--- config.mk ---
export PLATFORM = sky130hd
export DESIGN_NAME = score_digit_renderer
export DESIGN_NICKNAME = d
export VERILOG_FILES = /design/src/rtl/score_pkg.sv /design/src/rtl/bin2bcd_seq.sv /design/src/rtl/score_digit_renderer.sv
export SDC_FILE = /design/constraint.sdc
export NUM_CORES = 1
export LEC_CHECK = 0
export CORE_MARGIN = 2
export CORE_UTILIZATION = 30
export CTS_BUF_LIST = sky130_fd_sc_hd__clkbuf_16
export DETAILED_ROUTE_END_ITERATION = 10
export DONT_BUFFER_PORTS = 1
export PLACE_DENSITY_LB_ADDON = 0.3
export SLEW_MARGIN = 10
export SYNTH_ARGS = -nofsm -noshare
export SYNTH_HDL_FRONTEND = slang
export SYNTH_SLANG_ARGS = --single-unit
--- constraint.sdc ---
create_clock -name clk -period 5.6 [get_ports clk]
set_clock_uncertainty 0.1 [all_clocks]
set_input_delay 1.12 -clock clk [delete_from_list [all_inputs] [get_ports clk]]
set_output_delay 1.12 -clock clk [all_outputs]
set_load 0.05 [all_outputs]
--- src/rtl/score_pkg.sv ---
// Shared types and constants for the score digit renderer: FSM states, BCD
// digit type, default glyph geometry and the add-3 correction step.
package score_pkg;

    typedef enum logic [1:0] {
        S_IDLE,
        S_CONVERT,
        S_COMMIT
    } state_t;

    typedef logic [3:0] bcd_t;

    localparam int unsigned GLYPH_W_DEF  = 30;
    localparam int unsigned GLYPH_H_DEF  = 30;
    localparam int unsigned GLYPH_PIXELS = GLYPH_W_DEF * GLYPH_H_DEF;

    function automatic bcd_t add3(input bcd_t d);
        return (d >= 4'd5) ? bcd_t'(d + 4'd3) : d;
    endfunction

endpackage

--- src/rtl/bin2bcd_seq.sv ---
// Sequential double-dabble converter: one input bit per cycle, BIN_W shift
// cycles after start; done stays high until the next start.
module bin2bcd_seq
    import score_pkg::*;
#(
    parameter int unsigned BIN_W  = 20,
    parameter int unsigned DIGITS = 7
) (
    input  logic                  clk,
    input  logic                  rst,
    input  logic                  start,
    input  logic [BIN_W-1:0]      bin_in,
    output logic                  done,
    output logic [DIGITS*4-1:0]   bcd_out
);

    localparam int unsigned CNT_W = $clog2(BIN_W + 1);

    logic [BIN_W-1:0]    bin_sr;
    logic [DIGITS*4-1:0] bcd;
    logic [DIGITS*4-1:0] adj;
    logic [CNT_W-1:0]    cnt;
    logic                running;

    always_comb begin
        adj = bcd;
        for (int unsigned i = 0; i < DIGITS; i++) begin
            adj[i*4 +: 4] = add3(bcd[i*4 +: 4]);
        end
    end

    always_ff @(posedge clk or posedge rst) begin
        if (rst) begin
            bin_sr  <= '0;
            bcd     <= '0;
            cnt     <= '0;
            running <= 1'b0;
        end else if (start) begin
            bin_sr  <= bin_in;
            bcd     <= '0;
            cnt     <= CNT_W'(BIN_W);
            running <= 1'b1;
        end else if (running && (cnt != '0)) begin
            bcd    <= (adj << 1) | {{(DIGITS*4-1){1'b0}}, bin_sr[BIN_W-1]};
            bin_sr <= bin_sr << 1;
            cnt    <= cnt - CNT_W'(1);
        end
    end

    assign done    = running && (cnt == '0);
    assign bcd_out = bcd;

endmodule

--- src/rtl/score_digit_renderer.sv ---
// Score-to-glyph renderer: sequential BCD conversion into a display register
// plus a 2-stage pixel pipeline addressing a glyph ROM.
// Optional macro SCORE_LEADING_ZERO_BLANK_EN blanks leading zero digits.
module score_digit_renderer
    import score_pkg::*;
#(
    parameter int unsigned NUM_DIGITS = 6,
    parameter int unsigned BIN_W      = 20,
    parameter int unsigned GLYPH_W    = GLYPH_W_DEF,
    parameter int unsigned GLYPH_H    = GLYPH_H_DEF,
    parameter int unsigned ROM_AW     = $clog2(10 * GLYPH_PIXELS)
) (
    input  logic              clk,
    input  logic              reset,
    input  logic [BIN_W-1:0]  score_in,
    input  logic              score_load,
    output logic              busy,
    input  logic [9:0]        org_x,
    input  logic [8:0]        org_y,
    input  logic [9:0]        pix_x,
    input  logic [8:0]        pix_y,
    input  logic              pix_valid,
    output logic [ROM_AW-1:0] rom_addr,
    input  logic              rom_q,
    output logic              pix_on,
    output logic              pix_in_box,
    output logic              pix_valid_out
);

    localparam int unsigned CONV_DIGITS = (BIN_W * 302) / 1000 + 1;
    // Always keep at least one digit above the display so overflow is visible.
    localparam int unsigned ENG_DIGITS  = (CONV_DIGITS > NUM_DIGITS) ? CONV_DIGITS : NUM_DIGITS + 1;
    localparam int unsigned IDX_W       = (NUM_DIGITS > 1) ? $clog2(NUM_DIGITS) : 1;
    localparam int unsigned FIELD_W     = NUM_DIGITS * GLYPH_W;
    localparam int unsigned GLYPH_AREA  = GLYPH_W * GLYPH_H;

    state_t                  state, state_nx;
    logic                    eng_start, eng_done, commit, overflow;
    logic [BIN_W-1:0]        eng_val, pend_val, pend_val_nx;
    logic                    pend_valid, pend_valid_nx;
    logic [ENG_DIGITS*4-1:0] eng_bcd;
    bcd_t                    disp [NUM_DIGITS];

    bin2bcd_seq #(
        .BIN_W  (BIN_W),
        .DIGITS (ENG_DIGITS)
    ) u_bin2bcd (
        .clk     (clk),
        .rst     (reset),
        .start   (eng_start),
        .bin_in  (eng_val),
        .done    (eng_done),
        .bcd_out (eng_bcd)
    );

    assign overflow = |eng_bcd[ENG_DIGITS*4-1:NUM_DIGITS*4];
    assign busy     = (state != S_IDLE);

    always_comb begin
        state_nx      = state;
        eng_start     = 1'b0;
        eng_val       = score_in;
        pend_valid_nx = pend_valid;
        pend_val_nx   = pend_val;
        commit        = 1'b0;
        case (state)
            S_IDLE: begin
                if (score_load) begin
                    eng_start = 1'b1;
                    state_nx  = S_CONVERT;
                end
            end
            S_CONVERT: begin
                if (score_load) begin
                    pend_valid_nx = 1'b1;
                    pend_val_nx   = score_in;
                end
                if (eng_done) state_nx = S_COMMIT;
            end
            S_COMMIT: begin
                commit = 1'b1;
                // A load arriving now is newer than any pending value, so it wins.
                if (score_load) begin
                    eng_start     = 1'b1;
                    pend_valid_nx = 1'b0;
                    state_nx      = S_CONVERT;
                end else if (pend_valid) begin
                    eng_start     = 1'b1;
                    eng_val       = pend_val;
                    pend_valid_nx = 1'b0;
                    state_nx      = S_CONVERT;
                end else begin
                    state_nx = S_IDLE;
                end
            end
            default: state_nx = S_IDLE;
        endcase
    end

    always_ff @(posedge clk or posedge reset) begin
        if (reset) begin
            state      <= S_IDLE;
            pend_valid <= 1'b0;
            pend_val   <= '0;
            for (int unsigned i = 0; i < NUM_DIGITS; i++) disp[i] <= '0;
        end else begin
            state      <= state_nx;
            pend_valid <= pend_valid_nx;
            pend_val   <= pend_val_nx;
            if (commit) begin
                for (int unsigned i = 0; i < NUM_DIGITS; i++) begin
                    disp[i] <= overflow ? 4'd9 : eng_bcd[(NUM_DIGITS-1-i)*4 +: 4];
                end
            end
        end
    end

    logic [NUM_DIGITS-1:0] blank_v;
`ifdef SCORE_LEADING_ZERO_BLANK_EN
    logic zero_run;
    always_comb begin
        blank_v  = '0;
        zero_run = 1'b1;
        for (int unsigned i = 0; i + 1 < NUM_DIGITS; i++) begin
            zero_run   = zero_run && (disp[i] == 4'd0);
            blank_v[i] = zero_run;
        end
    end
`else
    assign blank_v = '0;
`endif

    logic [15:0]       dx, dy, col;
    logic              hit, blank_sel;
    logic [IDX_W-1:0]  idx;
    bcd_t              digit;
    logic [ROM_AW-1:0] addr_nx;

    always_comb begin
        dx  = 16'(pix_x) - 16'(org_x);
        dy  = 16'(pix_y) - 16'(org_y);
        hit = pix_valid && (pix_x >= org_x) && (dx < 16'(FIELD_W))
                        && (pix_y >= org_y) && (dy < 16'(GLYPH_H));
        idx = '0;
        col = dx;
        for (int unsigned i = 1; i < NUM_DIGITS; i++) begin
            if (dx >= 16'(i * GLYPH_W)) begin
                idx = IDX_W'(i);
                col = dx - 16'(i * GLYPH_W);
            end
        end
        digit     = disp[idx];
        blank_sel = blank_v[idx];
        addr_nx   = hit ? ROM_AW'(32'(digit) * GLYPH_AREA + 32'(dy) * GLYPH_W + 32'(col)) : '0;
    end

    logic s1_valid, s1_hit, s1_blank, s2_hit, s2_blank;

    always_ff @(posedge clk or posedge reset) begin
        if (reset) begin
            rom_addr      <= '0;
            s1_valid      <= 1'b0;
            s1_hit        <= 1'b0;
            s1_blank      <= 1'b0;
            pix_valid_out <= 1'b0;
            s2_hit        <= 1'b0;
            s2_blank      <= 1'b0;
        end else begin
            rom_addr      <= addr_nx;
            s1_valid      <= pix_valid;
            s1_hit        <= hit;
            s1_blank      <= blank_sel;
            pix_valid_out <= s1_valid;
            s2_hit        <= s1_hit;
            s2_blank      <= s1_blank;
        end
    end

    // rom_q arrives in the same cycle as the stage-2 flags.
    assign pix_on     = rom_q & s2_hit & ~s2_blank;
    assign pix_in_box = s2_hit;

endmodule

==> qor.txt, run 1 <==
status: finished with violations
failing checks: setup timing
initial core utilization: 0.307
initial antenna violation count: 0
total clock sinks: 119
final setup margin: -1660 ps
LEAKAGE: 5.84 nW
Sw Pwr: 4.11 mW
gate count after technology mapping: 1016
Syn Nets: 1203
part of the cycle the worst path needs: 1.30
clk slew on worst S/H paths: 60 ps
slowest stage delay, CP: 500 ps
power density cells: 799 nW/µm²
sequential element share of the synthesized area: 0.316
Critical Path Source Type: primary input
fin area: 12800 µm²
Reg2Reg Launch Point: disp[10]$_DFFE_PP0P_
mapped cell area: 9430 µm²
Synth area leader: dfrtp_1
Worst Tran Pin Value: 1130 ps
Vias: 8060
H-Tree Level Count: 4
crit path time final: 7260 ps
Die ar.: 32900 µm²
Layout Nets: 1415
RSZ-0062 raised after global routing: true
Port Buffers: 0
#FFs+latches synth: 119
Logic pwr share: 0.757
number of hold buffers added after cts: 0
Mean Syn Cell Area: 9.29 µm²
Tot GR Track Use: 0.157
WL per Instance: 15.1 µm
root buffer cell: clkbuf_16
total internal power: 6.09 mW
hold path start: s1_hit$_DFF_PP0_
total negative slack: -6670 ps
Clock Path Buffers: 2
final setup fails: 8
Worst setup EP type: register
number of global-route vias before repair: 8401
ys flop type: dfrtp_1
Overflow after GRT: 0
CTS buffer count: 17
max_cap viols: 0
Peak supply drop: 753 µV
gpl congestion: 0.866
f_max: 0.138 GHz
row count: 64
# DRC: 0
CTS tree: yes
Worst Hold Class: register to register
Die Y: 181 µm
EDFF count, synth: 0
Seq pwr share: 0.135
Slew Viols, Final: 0
Area contributors post-synth: dfrtp_1 32%, ha_1 12%, fa_1 7.2%, a21oi_1 4.0%, o21ai_0 3.7%
top-level port count: 81
final antenna-violating net count: 0
endpoints failing hold: 0
critical path's slowest cell: fa_1
FF-to-FF End: rom_addr[13]$_DFF_PP0_
ANT cells: 0
r2r setup slk: 930 ps
area grow syn2layout: 35.3%
core area: 30700 µm²
Die X: 181 µm
Vias/cell: 4.92
largest net degree at the start of global routing: 83
Area after DPL: 11600 µm²
drt first pass iters: 4
hold path endpoint: pix_in_box$_DFF_PP0_
final wirelength: 24700 µm
dpl hpwl: 18400 µm
Unique masters post-synth: 74
Syn. warnings: 0
first-pass GRT wire length: 42300 µm
Hold Path Depth: 0
R2R cell count: 16
share of cells above drive strength 1: 0.309
Clk pwr share: 0.108
asr flop ratio synth: 1.00
CP Max Fanout: 4
sw frac: 0.403
commonest non-fill, non-tap cell in the layout: buf_4
top-area cell type share of the netlist area: 0.316
slew margin rel.: 0.246
critical path arrival: 7470 ps
initial DRC count: 274
Skew-Pair Late Insertion Delay: 420 ps
most frequent cells in the layout: 220 x buf_4, 119 x dfrtp_1, 83 x inv_1
CP required: 5800 ps
CP Class: primary input to register
## through the flow
step	utilization	power [mW]	setup slack [ps]	std cells	hold slack (ps)
3_5_place_dp	0.378	8.01	-2300	1581	238
5_1_grt	0.415	11.2	-1890	1637	262
2_1_floorplan	-	5.85	-2080	1016	231
6_report	0.415	10.2	-1660	1637	253
4_1_cts	0.413	10.1	-1620	1633	258
3_3_place_gp	0.378	7.98	-2240	1581	241
## layer usage
metal	part of all wire	track usage	routed length, µm	up-vias
li1	-	-	-	4029
met1	0.47	0.205	11500	3894
met2	0.49	0.272	12100	118
met3	0.030	0.0262	743	19
met4	0.012	0.0380	301	0
met5	0	0	0	-
## synth_stat cells (all sizes together), types with 7 or more instances
library cell,instances
xor2,16
fa,34
o21ai,71
a31oi,14
nand2b,18
nor3,19
a211oi,11
and2,15
dfrtp,119
xnor2,36
nor2b,8
o21bai,8
clkbuf,32
a22o,7
o221ai,19
o211ai,7
nor2,67
a21o,16
buf,8
mux2i,20
nand3,20
inv,89
ha,90
a21oi,77
mux2,23
nand2,76
## cells by family after synthesis
kind of cell	synth area share
buffers and inverters	0.0520
AO/OA/AOI/OAI	0.196
XOR/XNOR	0.0507
AND/OR/NAND/NOR	0.138
adder cells (fa/ha/maj)	0.192
multiplexers	0.0562
flip-flops	0.316
## power by group through the flow
stage / Combinational, mW / Sequential (mW) / Clock [mW]
after global placement: 6.60 / 1.38 / 0
after global routing: 8.60 / 1.42 / 1.17
final: 7.72 / 1.38 / 1.10
after floorplan: 4.53 / 1.32 / 0
after detailed placement: 6.62 / 1.39 / 0
after CTS: 7.60 / 1.38 / 1.12
## layout make-up
| type | instances | area, µm² |
|---|---|---|
| well taps | 396 | 495 |
| multi-input cells | 768 | 6540 |
| flip-flops and latches | 119 | 2980 |
| inverters | 89 | 363 |
| fillers | 3067 | 18000 |
| clock buffers | 17 | 425 |
| repair buffers | 233 | 1800 |
| clock inverters | 15 | 166 |
## state kept, by name (all words and copies together) (netlist names)
name / count
u_bin2bcd.bcd_out: 28
disp: 24
pend_val: 20
u_bin2bcd.bin_sr: 20
rom_addr: 14
u_bin2bcd.cnt: 5
state: 2
pend_valid: 1
pix_in_box: 1
pix_valid_out: 1
s1_hit: 1
s1_valid: 1
u_bin2bcd.running: 1
## critical path, delay by kind of cell
| family | cells | cell delay (ps) |
|---|---|---|
| AOI/OAI and AO/OA | 8 | 1710 |
| xor gates and xnor gates | 6 | 1110 |
| adders and majority gates | 7 | 2050 |
| buffers and inverters | 3 | 100 |
| muxes | 2 | 740 |
| and+or+nand+nor | 4 | 630 |
## worst max path at each step
stage	from	to	slack [ps]	cells after the start
floorplan	pix_x[0]	rom_addr[13]$_DFF_PP0_	-2080	31
global placement	pix_x[0]	rom_addr[13]$_DFF_PP0_	-2240	27
detailed placement	pix_x[0]	rom_addr[13]$_DFF_PP0_	-2300	27
CTS	pix_x[0]	rom_addr[13]$_DFF_PP0_	-1620	30
global route	pix_x[0]	rom_addr[13]$_DFF_PP0_	-1890	30
finish	pix_x[0]	rom_addr[13]$_DFF_PP0_	-1660	30
## repair_timing
action,CTS,global route
pin swaps,21,13
endpoints found under the setup margin,10,11
buffers inserted,22,4
gates resized for setup,64,6
(Power assumes the default switching activity.)
==> run 2: changes to the inputs <==
Settings changed: ABC_AREA set to 1, CTS_CLUSTER_DIAMETER set to 100.
==> run 2 against run 1 <==
Maximum frequency rose by 18%. Register-to-register slack gained 730 ps. The flow still finishes with violations (setup timing). Global-route usage is 0.92 points lower.
==> qor.txt, run 2 <==
top-area cell type share of the netlist area: 0.310
Die Y: 183 µm
initial DRC count: 331
Syn Nets: 1395
Vias/cell: 4.65
Clock Path Buffers: 2
Worst Hold Class: register to register
crit path time final: 6150 ps
first-pass GRT wire length: 40700 µm
CP required: 5800 ps
CP Max Fanout: 3
Area contributors post-synth: dfrtp_1 31%, ha_1 12%, inv_1 8.0%, nand2_1 7.3%, fa_1 7.1%
endpoints failing hold: 0
critical path arrival: 6350 ps
Overflow after GRT: 0
status: finished with violations
part of the cycle the worst path needs: 1.10
drt first pass iters: 4
sequential element share of the synthesized area: 0.310
Post-Synth Adder-Cell Area: 0.188
Worst Tran Pin Value: 799 ps
number of global-route vias before repair: 8566
total negative slack: -1610 ps
Unique masters post-synth: 57
Port Buffers: 0
max reg flops: 28
final wirelength: 24400 µm
Post-Place Worst Slack: -1100 ps
asr flop ratio synth: 1.00
mapped cell area: 9610 µm²
dpl hpwl: 18500 µm
final setup margin: -552 ps
initial core utilization: 0.305
commonest non-fill, non-tap cell in the layout: inv_1
root buffer cell: clkbuf_16
area grow syn2layout: 36.1%
slew margin rel.: 0.467
Mean Syn Cell Area: 7.96 µm²
Synth Area in Compound Gates: 0.169
Die ar.: 33500 µm²
RSZ-0062 raised after global routing: true
ys flop type: dfrtp_1
max_cap viols: 0
Critical Path Source Type: primary input
initial antenna violation count: 0
core area: 31600 µm²
gpl congestion: 0.864
Slew Viols, Final: 0
most frequent cells in the layout: 193 x inv_1, 186 x buf_4, 158 x nand2_1
H-Tree Level Count: 4
WL per Instance: 13.4 µm
share of cells above drive strength 1: 0.309
Worst setup EP type: register
CTS tree: yes
fill count: 3184
number of hold buffers added after cts: 0
EDFF count, synth: 0
CP Class: primary input to register
largest net degree at the start of global routing: 58
XOR/XNOR Fraction of Synth Area: 0.0424
f_max: 0.163 GHz
Die X: 183 µm
Tot GR Track Use: 0.148
Syn. warnings: 0
post-synthesis mux area share: 0.00221
Skew-Pair Late Insertion Delay: 420 ps
synth cell count leaders: 205 x inv_1, 188 x nand2_1, 119 x dfrtp_1, 117 x o21ai_0, 90 x ha_1
most frequent cell after synthesis: inv_1
main combinational cell family by area after synthesis: simple AND/OR/NAND/NOR gates
final antenna-violating net count: 0
CTS buffer count: 17
clk slew on worst S/H paths: 70 ps
row count: 65
Vias: 8459
#FFs+latches synth: 119
ANT cells: 0
top-level port count: 81
Synth area leader: dfrtp_1
gate count after technology mapping: 1208
Layout Nets: 1590
final setup fails: 5
failing checks: setup timing
# DRC: 0
total clock sinks: 119
Synth Area in Simple Gates: 0.188
[run 2: cell count changes after synthesis, moves of 15 or more]
cell / change
nand3_1: +47
nand2_1: +112
o22ai_1: +20
inv_1: +116
nand2b_1: -18
mux2i_1: -19
mux2_2: -22
o21ai_0: +48
xnor2_1: -26
nand2_2: +15
[run 2: kinds of logic (layout without fill, tap and decap cells)]
group                      after synthesis  after routing
AOI/OAI and AO/OA                      281            281
xor gates and xnor gates                42             42
adders and majority gates              124            124
buffers and inverters                  249            457
DFF                                    119            119
muxes                                    2              2
and+or+nand+nor                        391            391
[run 2: path summary, 6_finish.rpt]
kind                                     start                          endpoint  slack, ps  cells after the start
setup / recovery                      pix_y[0]            rom_addr[13]$_DFF_PP0_       -550                     28
hold / removal              s1_valid$_DFF_PP0_           pix_valid_out$_DFF_PP0_        250                      0
setup reg to reg           disp[9]$_DFFE_PP0P_            rom_addr[13]$_DFF_PP0_       1660                     20
hold reg to reg             s1_valid$_DFF_PP0_           pix_valid_out$_DFF_PP0_        250                      0
max in group asynchronous                reset  u_bin2bcd.bcd_out[7]$_DFFE_PP0P_       4060                      2
min in group asynchronous                reset            rom_addr[10]$_DFF_PP0_        390                      1
[run 2: metrics by stage]
| step | instance area, µm² | utilization | hold slack, ps | cells |
|---|---|---|---|---|
| 6_report | 13100 | 0.415 | 253 | 1818 |
| 5_1_grt | 13100 | 0.415 | 270 | 1818 |
| 4_1_cts | 12400 | 0.393 | 254 | 1798 |
| 3_5_place_dp | 11700 | 0.370 | 238 | 1762 |
| 3_3_place_gp | 11700 | 0.370 | 234 | 1762 |
| 2_1_floorplan | 9910 | - | 231 | 1208 |
[run 2: layout make-up]
type                    count  area [µm²]  area share
repair buffers            206        1620       0.124
clock buffers              17         425      0.0325
multi-input cells         840        6490       0.496
inverters                 219         877      0.0670
flip-flops and latches    119        2980       0.228
clock inverters            15         183      0.0140
well taps                 402         503      0.0384
[run 2: worst max-delay path, stage by stage]
cell,delay [ps]
inv_6,30
ha_4,120
inv_2,30
fa_2,400
a221oi_4,290
buf_4,160
xor2_2,160
inv_2,70
fa_1,490
inv_1,50
fa_1,530
ha_4,230
a21o_1,160
a21oi_2,170
o31ai_1,100
a21o_1,170
a21oi_1,150
xor2_1,290
fa_1,480
inv_2,80
ha_4,200
buf_4,140
a21oi_2,150
o2111ai_2,140
xnor3_1,260
nand3_1,80
nand2_1,60
nor2_1,40
[run 2: routing by layer]
metal | vias up | part of all wire | wire length (µm) | GRT usage
li1 | 4334 | - | - | -
met1 | 3975 | 0.48 | 11600 | 0.193
met2 | 124 | 0.48 | 11800 | 0.255
met3 | 26 | 0.021 | 521 | 0.0224
met4 | 0 | 0.018 | 440 | 0.0400
met5 | - | 0 | 0 | 0
[run 2: repair_timing]
| action | 4_1_cts | 5_1_grt |
|---|---|---|
| gates resized for setup | 23 | 121 |
| pin swaps | 28 | 80 |
| setup buffers | 4 | 23 |
| endpoints found under the setup margin | 6 | 8 |
Power of run 2 is left out: the tool's default activity adds up to more than one toggle a clock period on the data nets, which glitch-free logic cannot reach.
==> run 3: changes to the inputs <==
Settings changed: GPL_ROUTABILITY_DRIVEN set to 0.
==> results of run 3 <==
Same layout as run 2: the final DEF is identical, and so are final timing and power.
Power of run 3 is left out for the same reason.
